[src/rtl/jtag_instruction_register.sv]
// JTAG instruction register: captures the 1149.1 "01" pattern plus device status,
// shifts TDI->TDO, latches the opcode on update and decodes one-hot DR selects.
module jtag_instruction_register #(
  parameter int                  IR_WIDTH  = 4,
  parameter logic [IR_WIDTH-1:0] OP_EXTEST = 'h0,
  parameter logic [IR_WIDTH-1:0] OP_SAMPLE = 'h1,
  parameter logic [IR_WIDTH-1:0] OP_IDCODE = 'h2,
  parameter logic [IR_WIDTH-1:0] OP_BYPASS = '1
) (
  input  logic                ClockIR,
  input  logic                Reset,
  input  logic                TDI,
  input  logic                CaptureIR,
  input  logic                ShiftIR,
  input  logic                UpdateIR,
  input  logic [IR_WIDTH-3:0] Status,
  output logic                TDO,
  output logic [IR_WIDTH-1:0] Instr,
  output logic                SelBypass,
  output logic                SelIdcode,
  output logic                SelBscan,
  output logic                ExtestMode,
  output logic                ShortShift
);

  // The counter must reach IR_WIDTH+1 so that over-long scans stick as "not exact".
  localparam int            CW       = $clog2(IR_WIDTH + 2);
  localparam logic [CW-1:0] CNT_FULL = CW'(IR_WIDTH);
  localparam logic [CW-1:0] CNT_MAX  = CW'(IR_WIDTH + 1);

  logic [IR_WIDTH-1:0] shift;
  logic [CW-1:0]       cnt;

  always_ff @(posedge ClockIR) begin
    if (Reset) begin
      shift      <= {Status, 2'b01};
      Instr      <= OP_IDCODE;
      cnt        <= '0;
      ShortShift <= 1'b0;
    end else if (CaptureIR) begin
      shift <= {Status, 2'b01};
      cnt   <= '0;
    end else if (ShiftIR) begin
      shift <= {TDI, shift[IR_WIDTH-1:1]};
      if (cnt != CNT_MAX) begin
        cnt <= cnt + 1'b1;
      end
    end else if (UpdateIR) begin
      Instr      <= shift;
      ShortShift <= (cnt != CNT_FULL);
    end
  end

  assign TDO = shift[0];

  // BYPASS is the fallback so that exactly one select is always high.
  always_comb begin
    SelBypass  = 1'b0;
    SelIdcode  = 1'b0;
    SelBscan   = 1'b0;
    ExtestMode = 1'b0;
    if (Instr == OP_EXTEST) begin
      SelBscan   = 1'b1;
      ExtestMode = 1'b1;
    end else if (Instr == OP_SAMPLE) begin
      SelBscan = 1'b1;
    end else if (Instr == OP_IDCODE) begin
      SelIdcode = 1'b1;
    end else begin
      SelBypass = 1'b1;
    end
  end

endmodule

[config.mk]
export PLATFORM = sky130hd
export DESIGN_NAME = jtag_instruction_register
export DESIGN_NICKNAME = d
export VERILOG_FILES = /design/src/rtl/jtag_instruction_register.sv
export SDC_FILE = /design/constraint.sdc
export NUM_CORES = 1
export LEC_CHECK = 0
export CAP_MARGIN = 20
export CORE_MARGIN = 2
export CORE_UTILIZATION = 48
export CTS_BUF_LIST = sky130_fd_sc_hd__clkbuf_8
export CTS_CLUSTER_DIAMETER = 40
export CTS_CLUSTER_SIZE = 14
export DETAILED_ROUTE_END_ITERATION = 16
export PLACE_DENSITY = 0.91
export SYNTH_ARGS = -nofsm -noshare
export SYNTH_HDL_FRONTEND = slang
export SYNTH_SLANG_ARGS = --single-unit
[constraint.sdc]
create_clock -name ClockIR -period 1.4 [get_ports ClockIR]
set_input_delay 0.42 -clock ClockIR [delete_from_list [all_inputs] [get_ports ClockIR]]
set_output_delay 0.42 -clock ClockIR [all_outputs]
set_load 0.03 [all_outputs]
==> impl_metrics.csv <==
group,metric,value,unit
detailed_routing,via_per_inst,5.16,
global_route,busiest_layer,"met2",
worst_setup_path,r2r_slack,0.13,ns
detailed_routing,drc,0,
global_route,antenna_found_initial,0,
yosys,syn_area_per_cell,10.2,um^2
detailed_routing,via_count,547,
clocking,cts.path.max_buffers,2,
yosys,synth_cell_types,26,
worst_setup_path,critPathLaunchType,"flip-flop",
power_and_ir_drop,seq_power_share,0.427,
detailed_routing,drt_wl_total,1340,um
power_and_ir_drop,ir_drop,0.803,mV
place,dp_hpwl,1010,um
yosys,netlist_area,646,um^2
layout,insertedDiodeCount,0,
detailed_routing,drtIter0Drc,5,
worst_setup_path,arrival,1.08,ns
die,die_w,40.7,um
place,place_ws,-0.310,ns
yosys,ys_warn_count,0,
clocking,tritoncts,"yes",
timing,clock_skew,0.00124,ns
power_and_ir_drop,p_leak,0.422,nW
timing,worst_slew_pin_slew,0.280,ns
flow_run,max-cap-violations,0,
detailed_routing,wire_per_inst,12.6,um
timing,finalHoldViolations,0,
yosys,syn_inst,63,
worst_setup_path,worstPathRequired,0.98,ns
layout,drive_above_1_share,0.407,
detailed_routing,dr.pass1.iters,3,
clocking,clk_pin_slew,0.05,ns
power_and_ir_drop,powerDensity,930,nW/um^2
detailed_routing,ant_nets,0,
outcome,violations,"negative setup slack",
power_and_ir_drop,power_frac_comb,0.220,
timing,setup_viol,3,
timing,fin_crit_sh,1.07,
timing,fmax,667,MHz
layout,area_growth_syn_to_layout,51.2,%
global_route,met2_usage,0.310,
power_and_ir_drop,p_int,0.667,mW
yosys,seq_area_frac_synth,0.403,
worst_setup_path,crit_chain,"nor4b_4, buf_6",
clocking,clock-sinks,12,
die,initial_core_util,0.502,
global_route,grt_usage,0.202,
timing,fin_crit,1.50,ns
clocking,cts_buffers,3,
global_route,grt_use_met3,0.0815,
die,row_count,13,
worst_setup_path,critPathKind,"flip-flop to primary output",
worst_setup_path,path_max_fanout,6,
timing,rsz0062_at_grt,"yes",
outcome,status,"finished with violations",
global_route,met1_usage,0.233,
yosys,ys_seq_elements,12,
clocking,cts-root-buf,"clkbuf_8",
place,gp_congestion,0.687,
yosys,synth_fp_nets,74,
global_route,grt_max_degree,13,
clocking,ctsHoldBuffers,0,
timing,setup_tns,-0.260,ns
die,die_y,40.7,um
clocking,cts_htree_levels,1,
power_and_ir_drop,p_sw,0.241,mW
place,port_buffers,17,
power_and_ir_drop,p_clk_frac,0.353,
worst_setup_path,crit_buf_inv,1,
clocking,clk_latency,0.24,ns
timing,finalMaxSlewViolations,0,
power_and_ir_drop,swShare,0.265,
global_route,grt_remaining_overflow,0,
worst_setup_path,end_kind,"primary output",
worst_setup_path,max_stage_delay,0.37,ns
global_route,grt_pass1_wl,2060,um
global_route,grt_pass1_vias,492,
layout,nNetsFinal,103,
die,core,1280,um^2
die,die_area,1650,um^2
worst_setup_path,cp_top_family,"flip-flops",
worst_hold_path,hold_path_class,"flip-flop to flip-flop",
timing,max_slew_margin,0.813,
die,ios,18,
worst_setup_path,cp_slowest_cell,"dfxtp_4",
timing,setup_ws,-0.0990,ns
[sequential cells by signal (all words and copies together) (netlist names)]
| name | count |
|---|---|
| cnt | 3 |
| shift | 4 |
| Instr | 4 |
| ShortShift | 1 |
[power groups by stage]
stage / clock, mW / sequential [mW] / combinational, mW
floorplan: 0 / 0.411 / 0.0965
global placement: 0 / 0.396 / 0.183
detailed placement: 0 / 0.398 / 0.187
CTS: 0.329 / 0.387 / 0.195
global route: 0.347 / 0.389 / 0.215
finish: 0.321 / 0.387 / 0.200
[path summary, 6_finish.rpt]
check / startpoint / to / cells after the start
max: Instr[2] / SelIdcode / 2
min: shift[0] / Instr[0] / 2
max reg2reg: cnt[1] / cnt[0] / 4
min reg2reg: shift[0] / Instr[0] / 2
[worst reg2reg max path: stages, from the launching register on]
cell	delay [ns]
dfxtp_1	0.36
inv_1	0.07
ha_1	0.21
a21boi_2	0.18
mux2_2	0.34
[metal layers]
metal,routed length [um],vias to the layer above
met5,0,-
met4,27,0
met3,71,4
met2,655,17
met1,584,248
li1,-,278
[kinds of logic after synthesis]
family                   Yosys count  synth area share
AND/OR/NAND/NOR                   25             0.252
adder cells (fa/ha/maj)            3            0.0581
AO/OA/AOI/OAI                      8            0.0853
flip-flops                        12             0.403
buffers and inverters              6            0.0504
multiplexers                       9             0.151
[synth_stat cells]
| library cell | instances | share of area |
|---|---|---|
| dfxtp_1 | 10 | 0.31 |
| mux2i_1 | 6 | 0.093 |
| nand2b_1 | 6 | 0.058 |
| ha_1 | 3 | 0.058 |
| nand2_1 | 3 | 0.017 |
| nor2_1 | 3 | 0.017 |
| nor3_1 | 3 | 0.023 |
| nor3b_1 | 3 | 0.035 |
| a21oi_1 | 2 | 0.016 |
| buf_2 | 2 | 0.016 |
| edfxtp_1 | 2 | 0.093 |
| inv_1 | 2 | 0.012 |
| mux2_2 | 2 | 0.035 |
| nor4_1 | 2 | 0.019 |
| o21ai_0 | 2 | 0.016 |
| o31ai_1 | 2 | 0.023 |
| a211o_1 | 1 | 0.014 |
| a21boi_2 | 1 | 0.017 |
| and2b_2 | 1 | 0.014 |
| and4b_1 | 1 | 0.016 |
| buf_6 | 1 | 0.017 |
| clkbuf_1 | 1 | 0.0058 |
| mux2_4 | 1 | 0.023 |
| nor3b_4 | 1 | 0.029 |
| nor4b_1 | 1 | 0.014 |
| or3_1 | 1 | 0.0097 |
[through the flow]
stage	total power, mW	instance area (um^2)	utilization	instances	hold WS (ns)
global route	0.952	976	0.759	106	0.513
CTS	0.910	961	0.748	106	0.480
global placement	0.579	888	0.691	100	0.477
floorplan	0.507	682	-	63	0.467
detailed placement	0.585	888	0.691	100	0.483
finish	0.908	976	0.759	106	0.474
[timing repair]
item                                    4_1_cts  5_1_grt
resized for setup                             9        4
endpoints found under the setup margin       16        6
pin swaps                                     2        1
gates cloned                                  0        0
buffers inserted                              2        0
[layout make-up]
cell class	instances	area [um^2]
clock inverter	1	3.75
timing repair buffer	28	244
sequential	12	273
inverter	2	7.51
clock buffer	3	41.3
fill	86	309
multi-input combinational	45	388
tap	15	18.8
[layout by cell type, fill, tap and decap left out, drive strengths merged]
| cell | n |
|---|---|
| clkbuf | 3 |
| ha | 3 |
| and2b | 1 |
| nor4b | 1 |
| inv | 2 |
| edfxtp | 2 |
| nor3b | 4 |
| mux2 | 3 |
| clkdlybuf4s50 | 5 |
| dfxtp | 10 |
| o31ai | 2 |
| dlygate4sd2 | 2 |
| or3 | 1 |
| mux2i | 6 |
| buf | 21 |
| nor3 | 3 |
| a211o | 1 |
| a21boi | 1 |
| and4b | 1 |
| nand2 | 3 |
| a21oi | 2 |
| nor2 | 3 |
| o21ai | 2 |
| nor4 | 2 |
| clkinv | 1 |
| nand2b | 6 |
No activity file was read; power rests on OpenSTA's default activity.
